==> config.mk <==
export PLATFORM = sky130hd
export DESIGN_NAME = ifetch_buffer
export DESIGN_NICKNAME = d
export VERILOG_FILES = /design/src/rtl/ifetch_pkg.sv /design/src/rtl/ifetch_buffer_chk.sv /design/src/rtl/ifetch_ptr_ctrl.sv /design/src/rtl/ifetch_buffer.sv
export SDC_FILE = /design/constraint.sdc
export NUM_CORES = 1
export LEC_CHECK = 0
export ABC_AREA = 1
export CAP_MARGIN = 15
export CORE_MARGIN = 1.5
export CORE_UTILIZATION = 50
export DETAILED_ROUTE_END_ITERATION = 8
export PLACE_DENSITY = 0.76
export SLEW_MARGIN = 15
export SYNTH_ARGS = -nofsm -noshare
export SYNTH_HDL_FRONTEND = slang
export SYNTH_SLANG_ARGS = --single-unit
==> constraint.sdc <==
create_clock -name clk -period 8.82 [get_ports clk]
set_input_delay 1.764 -clock clk [delete_from_list [all_inputs] [get_ports clk]]
set_output_delay 1.764 -clock clk [all_outputs]
set_load 0.01 [all_outputs]
==> src/rtl/ifetch_pkg.sv <==
// Shared parameters and the buffer entry type for the instruction-fetch stage.
package ifetch_pkg;
  localparam int DEPTH        = 4;
  localparam int AW           = 32;
  localparam int DW           = 32;
  localparam int JUMP_FIELD_W = 26;

  typedef struct packed {
    logic [AW-1:0] pc;
    logic [DW-1:0] data;
    logic          filled;
  } fetch_entry_t;
endpackage

==> src/rtl/ifetch_buffer_chk.sv <==
// Protocol checks for the fetch buffer's instruction-memory interface.
module ifetch_buffer_chk #(
  parameter int PW = 3
) (
  input logic          clk,
  input logic          reset,
  input logic          imem_rvalid,
  input logic [PW:0]   in_flight
);
  // A read response is only legal while some request (live or stale) is outstanding
  a_no_orphan_rsp: assert property (@(posedge clk) disable iff (reset)
    imem_rvalid |-> (in_flight != {(PW+1){1'b0}}));
endmodule

==> src/rtl/ifetch_ptr_ctrl.sv <==
// Head/tail/fill pointers, stale-response discard counter and request-ready logic
// for the fetch buffer.
module ifetch_ptr_ctrl #(
  parameter int DEPTH = ifetch_pkg::DEPTH,
  parameter int PW    = $clog2(DEPTH) + 1
) (
  input  logic          clk,
  input  logic          reset,
  input  logic          flush,
  input  logic          pc_valid,
  input  logic          imem_rvalid,
  input  logic          pop,
  output logic [PW-1:0] head,
  output logic [PW-1:0] tail,
  output logic [PW-1:0] fill,
  output logic [PW-1:0] alloc,
  output logic          pc_ready,
  output logic          accept,
  output logic          fill_we,
  output logic [PW:0]   in_flight
);
  import ifetch_pkg::*;

  localparam logic [PW:0]   DEPTH_W = (PW+1)'(DEPTH);
  localparam logic [PW-1:0] ZERO    = {PW{1'b0}};
  localparam logic [PW-1:0] ONE     = {{(PW-1){1'b0}}, 1'b1};

  logic [PW-1:0] head_r, tail_r, fill_r, discard_r;
  logic [PW-1:0] head_s, tail_s, fill_s, discard_s;
  logic [PW-1:0] pending_s;
  logic [PW:0]   occupancy_s;
  logic          drop_s;

  // Occupancy and handshake decode from registered counts only (a pop never frees a slot early)
  always_comb begin
    alloc       = tail_r - head_r;
    pending_s   = tail_r - fill_r;
    occupancy_s = {1'b0, alloc} + {1'b0, discard_r};
    in_flight   = {1'b0, pending_s} + {1'b0, discard_r};
    pc_ready    = !reset && !flush && (occupancy_s < DEPTH_W);
    accept      = pc_valid && pc_ready;
    drop_s      = imem_rvalid && (discard_r != ZERO);
    fill_we     = imem_rvalid && (discard_r == ZERO) && !flush;
  end

  // Next-state pointers; on flush every outstanding request still to return becomes a discard
  always_comb begin
    head_s    = head_r;
    tail_s    = tail_r;
    fill_s    = fill_r;
    discard_s = discard_r;
    if (flush) begin
      head_s    = ZERO;
      tail_s    = ZERO;
      fill_s    = ZERO;
      // a response landing in the flush cycle is itself one of the outstanding requests
      discard_s = discard_r + pending_s - {{(PW-1){1'b0}}, imem_rvalid};
    end else begin
      if (accept) tail_s = tail_r + ONE;
      else        tail_s = tail_r;
      if (fill_we) fill_s = fill_r + ONE;
      else         fill_s = fill_r;
      if (drop_s) discard_s = discard_r - ONE;
      else        discard_s = discard_r;
      if (pop) head_s = head_r + ONE;
      else     head_s = head_r;
    end
  end

  // Pointer and discard-count registers
  always_ff @(posedge clk) begin
    if (reset) begin
      head_r    <= ZERO;
      tail_r    <= ZERO;
      fill_r    <= ZERO;
      discard_r <= ZERO;
    end else begin
      head_r    <= head_s;
      tail_r    <= tail_s;
      fill_r    <= fill_s;
      discard_r <= discard_s;
    end
  end

  assign head = head_r;
  assign tail = tail_r;
  assign fill = fill_r;
endmodule

==> src/rtl/ifetch_buffer.sv <==
// In-order instruction-fetch buffer: issues imem reads for incoming PCs and presents
// returned words to decode with their PC and jump field; flush drops stale fetches.
module ifetch_buffer #(
  parameter int DEPTH = ifetch_pkg::DEPTH,
  parameter int AW    = ifetch_pkg::AW,
  parameter int DW    = ifetch_pkg::DW
) (
  input  logic                                clk,
  input  logic                                reset,
  input  logic [AW-1:0]                       pc_in,
  input  logic                                pc_valid,
  output logic                                pc_ready,
  input  logic                                flush,
  output logic                                imem_req,
  output logic [AW-1:0]                       imem_addr,
  input  logic                                imem_rvalid,
  input  logic [DW-1:0]                       imem_rdata,
  output logic                                instr_valid,
  input  logic                                instr_ready,
  output logic [DW-1:0]                       instr_data,
  output logic [AW-1:0]                       instr_pc,
  output logic [ifetch_pkg::JUMP_FIELD_W-1:0] jump_field
);
  import ifetch_pkg::*;

  localparam int PW = $clog2(DEPTH) + 1;
  localparam int IW = $clog2(DEPTH);

  fetch_entry_t  entries_r [DEPTH];
  logic [PW-1:0] head_s, tail_s, fill_s, alloc_s;
  logic [PW:0]   in_flight_s;
  logic [IW-1:0] head_idx_s, tail_idx_s, fill_idx_s;
  logic          accept_s, fill_we_s, pop_s;

  ifetch_ptr_ctrl #(.DEPTH(DEPTH), .PW(PW)) u_ptr (
    .clk         (clk),
    .reset       (reset),
    .flush       (flush),
    .pc_valid    (pc_valid),
    .imem_rvalid (imem_rvalid),
    .pop         (pop_s),
    .head        (head_s),
    .tail        (tail_s),
    .fill        (fill_s),
    .alloc       (alloc_s),
    .pc_ready    (pc_ready),
    .accept      (accept_s),
    .fill_we     (fill_we_s),
    .in_flight   (in_flight_s)
  );

  ifetch_buffer_chk #(.PW(PW)) u_chk (
    .clk         (clk),
    .reset       (reset),
    .imem_rvalid (imem_rvalid),
    .in_flight   (in_flight_s)
  );

  // Head entry presentation and imem request pass-through
  always_comb begin
    head_idx_s  = head_s[IW-1:0];
    tail_idx_s  = tail_s[IW-1:0];
    fill_idx_s  = fill_s[IW-1:0];
    instr_valid = !reset && entries_r[head_idx_s].filled && (alloc_s != {PW{1'b0}});
    instr_data  = entries_r[head_idx_s].data;
    instr_pc    = entries_r[head_idx_s].pc;
    jump_field  = entries_r[head_idx_s].data[JUMP_FIELD_W-1:0];
    imem_req    = accept_s;
    imem_addr   = pc_in;
  end

  // Decode handshake; the pointer block ignores it during flush
  always_comb begin
    pop_s = instr_valid && instr_ready;
  end

  // Entry storage: accept claims a slot with its PC, a kept response fills it
  always_ff @(posedge clk) begin
    if (reset || flush) begin
      for (int i = 0; i < DEPTH; i++) entries_r[i].filled <= 1'b0;
    end else begin
      if (accept_s) begin
        entries_r[tail_idx_s].pc     <= pc_in;
        entries_r[tail_idx_s].filled <= 1'b0;
      end
      if (fill_we_s) begin
        entries_r[fill_idx_s].data   <= imem_rdata;
        entries_r[fill_idx_s].filled <= 1'b1;
      end
    end
  end
endmodule

==> results.py, run 1 <==
metrics = {
    "clock_network": {
        "cts_setup_buffers": 0,
        "cts_max_path_buffers": 3,
        "holdBufCountCts": 0,
        "htree_levels": 1,
        "clk_pin_slew_ns": 0.06,
        "cts_buffers": 28,
        "cts_resized": 0,
        "cts_tree": "built",
        "cts_root_buf": "clkbuf_16",
        "worstSkewPairLatency_ns": 0.52,
        "clock_sinks": 274,
    },
    "layout": {
        "mostFrequentLayoutCells": "nor2_1, edfxtp_1, clkdlybuf4s50_1, o21ai_0, inv_1",
        "nNetsFinal": 1243,
        "final_common_cell": "nor2_1",
        "final_layout_size_suffix_gt1_share_pct": 6.20,
        "area_growth_pct": 23.1,
    },
    "grt": {
        "grt-ovfl-total": 0,
        "antenna_found_initial": 0,
        "grt_usage_pct": 20.6,
        "grt_pass1_vias": 7579,
        "grt_pass1_wl_um": 39000,
        "grt_max_degree": 113,
    },
    "sta": {
        "timing.fmax_mhz": 184,
        "finalCriticalPeriod_ns": 5.42,
        "fin_skew_ns": 0.00885,
        "tightest_slew_ns": 1.14,
        "slew_headroom_pct": 23.9,
        "hold_viol": 0,
        "fin_hold_ws_ns": 0.448,
        "min_period_over_period_pct": 61.5,
        "maxSlewViolCount": 0,
        "finalSetupViolCount": 0,
        "rsz0062_at_grt": "false",
        "finalSetupTns_ns": 0,
    },
    "setup_path": {
        "criticalPathCategory": "input port to output pin",
        "crit_path_start": "flush",
        "cp_max_fo": 10,
        "r2r_start": "u_ptr.tail[0]",
        "r2r_end": "entries_r[1][58]",
        "worst_ep_required_time_ns": 7.06,
        "rrSetupSlack_ns": 5.63,
        "critPathLaunchType": "input port",
        "arrival_ns": 3.66,
        "worstRegToRegCells": 17,
        "critPathCaptureType": "output pin",
    },
    "min_path": {
        "min_path_cells": 2,
        "hold_class": "register to register",
        "min_to": "entries_r[3][0]",
        "worstHoldStart": "entries_r[3][0]",
    },
    "yosys": {
        "synth_edf_count": 256,
        "yosysTopAreaCell": "edfxtp_1",
        "ys_top_cells_by_area": "edfxtp_1, nor2_1, o21ai_0",
        "yosysSeqAreaShare_pct": 68.4,
        "synth_ff_type": "edfxtp_1",
        "synth-async-reset-ratio_pct": 0,
        "ys_warn_count": 0,
        "syn-num-nets": 1117,
        "synth_top_area_share_pct": 65.3,
        "post_synth.cell_area_avg_um2": 11.4,
        "synth_cell_type_count": 29,
        "synthCells": 1030,
        "synth_seq_cells": 274,
        "mappedNetlistArea_um2": 11800,
    },
    "route": {
        "initialDrtViolationCount": 436,
        "ant_nets": 0,
        "vias": 7750,
        "via_per_inst": 5.20,
        "post-route-drc-count": 0,
        "wl_um": 25300,
        "wl_per_cell_um": 17.0,
        "drt_pass1_iterations": 4,
    },
    "power": {
        "vdd_drop_max_uv": 145,
        "p_leak_nw": 5.10,
        "power_density_nw_per_um2": 199,
    },
    "placement": {
        "gp_congestion": 0.813,
        "portBuffers": 194,
        "dp_hpwl_um": 14700,
    },
    "floorplan": {
        "rows": 55,
        "initial_utilization_pct": 51.5,
        "fp.dieH_um": 156,
        "dieWidth_um": 156,
        "dieArea_um2": 24500,
        "io_pins": 195,
        "coreArea_um2": 22800,
    },
    "run_status": {
        "status": "completed",
    },
    "flow_run": {
        "drv_cap": 0,
    },
}
[worst max path at each step]
stage,cells after the start,to
6_report,7,imem_req
5_1_grt,7,imem_req
4_1_cts,7,imem_req
3_5_place_dp,7,imem_req
3_3_place_gp,7,imem_req
2_1_floorplan,5,imem_req
[kinds of logic (layout without fill, tap and decap cells)]
group	count (synthesis)	in the layout	synth area share [%]
and+or+nand+nor	336	336	11.3
DFF	274	274	68.4
AOI/OAI and AO/OA	208	208	9.59
buffers and inverters	191	338	8.30
adders and majority gates	17	17	2.13
xor gates and xnor gates	4	4	0.298
other	0	1	0
[metal layers]
layer	track usage, %	up-vias	share of wire, %
li1	-	3751	-
met1	25.3	3731	40
met2	37.1	223	52
met3	2.99	45	5.8
met4	7.21	0	2.5
met5	0	-	0
[Yosys cell counts (all sizes together), types with 2 or more instances]
cell type    n
a21oi       10
buf         75
clkbuf      37
dfxtp       18
edfxtp     256
fa           5
ha          12
inv         79
nand2       44
nand3       12
nand4        2
nor2       272
nor3         3
o21ai      132
o22ai       64
xor2         3
[power breakdown]
group,switching [mW],internal (mW),total [mW]
clock,0.457,0.739,1.20
sequential,0.0101,1.44,1.45
combinational,0.125,0.111,0.236
total,0.593,2.29,2.89
[state kept, by name, indices dropped and copies added, names as in the netlist, named ones only]
| signal | count |
|---|---|
| entries_r | 260 |
| u_ptr.discard_r | 3 |
| u_ptr.head | 3 |
| u_ptr.fill | 3 |
| u_ptr.tail | 3 |
[final cells by class]
class,instances,area [um2]
Inverter,79,299
Tap cell,313,392
Clock buffer,38,790
Timing Repair Buffer,208,2050
Antenna cell,1,2.50
Sequential cell,274,8050
Multi-Input combinational cell,565,2750
Clock inverter,13,161
Fill cell,1818,8360
[stage by stage]
step / worst slack, ns / instances / utilization, % / area, um2 / power, mW
after detailed placement: 3.44 / 1439 / 59.3 / 13500 / 1.72
after global placement: 3.47 / 1439 / 59.3 / 13500 / 1.71
after floorplan: 4.59 / 1030 / - / 11800 / 1.61
after global routing: 3.25 / 1490 / 63.4 / 14500 / 2.98
after CTS: 3.41 / 1490 / 63.4 / 14500 / 2.91
final: 3.40 / 1491 / 63.4 / 14500 / 2.89
[worst max-delay path, stage by stage]
cell and delay [ns]:
clkdlybuf4s50_1 0.54, nor2_4 0.29, nand2_1 0.10, nor2_2 0.14, nand2_2 0.10, inv_1 0.15
clkdlybuf4s50_1 0.56
Power figures use the tool's default switching activity.
==> run 2, diff against run 1 <==
==> constraint.sdc (replaced) <==
create_clock -name clk -period 5.07 [get_ports clk]
set_input_delay 1.014 -clock clk [delete_from_list [all_inputs] [get_ports clk]]
set_output_delay 1.014 -clock clk [all_outputs]
set_load 0.01 [all_outputs]
==> results.py, run 2 (synthesis results as in run 1) <==
metrics = {
    "run_status": {
        "status": "completed",
    },
    "clock_network": {
        "clock_sinks": 274,
        "cts_max_path_buffers": 3,
        "holdBufCountCts": 0,
        "clk_pin_slew_ns": 0.06,
        "cts_resized": 0,
        "htree_levels": 1,
        "worstSkewPairLatency_ns": 0.52,
        "cts_buffers": 27,
        "cts_setup_buffers": 0,
        "cts_tree": "built",
        "cts_root_buf": "clkbuf_16",
    },
    "route": {
        "met2WireLength_um": 13000,
        "ant_nets": 0,
        "highest_layer": "met4",
        "wl_um": 25200,
        "drt_pass1_iterations": 5,
        "route.met3.wl_um": 1330,
        "wl_met1_um": 10000,
        "initialDrtViolationCount": 469,
        "vias": 7756,
        "via_per_inst": 5.21,
        "post-route-drc-count": 0,
        "wl_per_cell_um": 16.9,
    },
    "sta": {
        "tightest_slew_ns": 0.722,
        "finalSetupTns_ns": 0,
        "hold_viol": 0,
        "slew_headroom_pct": 51.8,
        "min_period_over_period_pct": 84.5,
        "finalCriticalPeriod_ns": 4.28,
        "setup_ws_ns": 0.785,
        "timing.fmax_mhz": 233,
        "fin_hold_ws_ns": 0.446,
        "fin_skew_ns": 0.00916,
        "finalSetupViolCount": 0,
        "rsz0062_at_grt": "false",
        "maxSlewViolCount": 0,
    },
    "layout": {
        "final_common_cell": "nor2_1",
        "final_cells": 1490,
        "regMostFlops": "entries_r",
        "area_growth_pct": 22.8,
        "fillCellCount": 1747,
        "largest_reg_flops": 260,
        "mostFrequentLayoutCells": "nor2_1, edfxtp_1, clkdlybuf4s50_1, o21ai_0, inv_1",
        "nNetsFinal": 1245,
        "final_layout_size_suffix_gt1_share_pct": 6.38,
    },
    "setup_path": {
        "r2r_start": "u_ptr.tail[0]",
        "cp_max_fo": 6,
        "worstRegToRegCells": 17,
        "criticalPathCategory": "register to output pin",
        "worst_ep_required_time_ns": 4.06,
        "arrival_ns": 3.27,
        "critPathCaptureType": "output pin",
        "r2r_end": "entries_r[2][60]",
        "critPathLaunchType": "register",
        "rrSetupSlack_ns": 1.89,
    },
    "power": {
        "power.total_mw": 4.87,
        "vdd_drop_max_uv": 204,
        "p_leak_nw": 5.08,
        "power_density_nw_per_um2": 337,
    },
    "grt": {
        "grt_max_degree": 69,
        "antenna_found_initial": 0,
        "grt_pass1_wl_um": 39300,
        "grt-ovfl-total": 0,
        "grt_pass1_vias": 7635,
        "grt_usage_pct": 20.6,
    },
    "placement": {
        "pre_cts_slack_ns": 1.16,
        "gp_congestion": 0.808,
        "dp_hpwl_um": 15200,
        "portBuffers": 194,
        "dp.cells": 1442,
    },
    "floorplan": {
        "io_pins": 195,
        "dieArea_um2": 24500,
        "rows": 55,
        "dieWidth_um": 156,
        "initial_utilization_pct": 51.5,
        "coreArea_um2": 22800,
        "fp.dieH_um": 156,
    },
    "min_path": {
        "hold_class": "register to register",
        "min_to": "entries_r[3][0]",
        "min_path_cells": 2,
        "worstHoldStart": "entries_r[3][0]",
    },
    "flow_run": {
        "drv_cap": 0,
    },
}
==> run 2: area by class of cell <==
cell class                      instances  area (um2)  share of cell area [%]
Sequential cell                       274        8050                    55.7
Timing Repair Buffer                  211        2110                    14.6
Inverter                               79         299                    2.07
Antenna cell                            1        2.50                  0.0173
Multi-Input combinational cell        565        2750                    19.0
Tap cell                              313         392                    2.71
Clock inverter                         13         139                   0.960
Clock buffer                           34         722                    4.99
==> run 2: metal layers <==
metal / global-route usage [%] / vias to the layer above
li1: - / 3752
met1: 25.2 / 3728
met2: 36.9 / 222
met3: 3.13 / 54
met4: 7.71 / 0
met5: 0 / -
==> run 2: where the power goes <==
part           internal (mW)  switching (mW)
combinational          0.193           0.213
sequential              2.51          0.0191
clock                   1.15           0.779
total                   3.86            1.01
==> run 2: how the worst max path moves through the flow <==
| stage | startpoint | end | slack [ns] | cells after the start |
|---|---|---|---|---|
| after floorplan | u_ptr.tail[0] | entries_r[2][33] | 1.89 | 16 |
| after global placement | flush | imem_req | 1.20 | 7 |
| after detailed placement | flush | imem_req | 1.16 | 7 |
| after CTS | u_ptr.tail[0] | imem_req | 0.76 | 15 |
| after global routing | u_ptr.tail[0] | imem_req | 0.50 | 16 |
| final | u_ptr.tail[0] | imem_req | 0.79 | 15 |
==> run 2: stage by stage <==
step           cell area (um2)  util, %
2_1_floorplan            11800        -
4_1_cts                  14500     63.3
3_3_place_gp             13600     59.5
3_5_place_dp             13600     59.5
5_1_grt                  14500     63.3
6_report                 14500     63.3
==> run 2: worst max-delay path, cell delays in order (launching register included) <==
cell,delay [ns]
dfxtp_1,0.35
inv_1,0.15
ha_1,0.16
inv_1,0.05
fa_1,0.38
nand2_1,0.11
nand2_1,0.07
nand2_1,0.07
nand2_1,0.06
ha_1,0.26
nor2_1,0.10
nand2_1,0.07
nor2_2,0.11
nand2_2,0.10
inv_1,0.15
clkdlybuf4s50_1,0.56
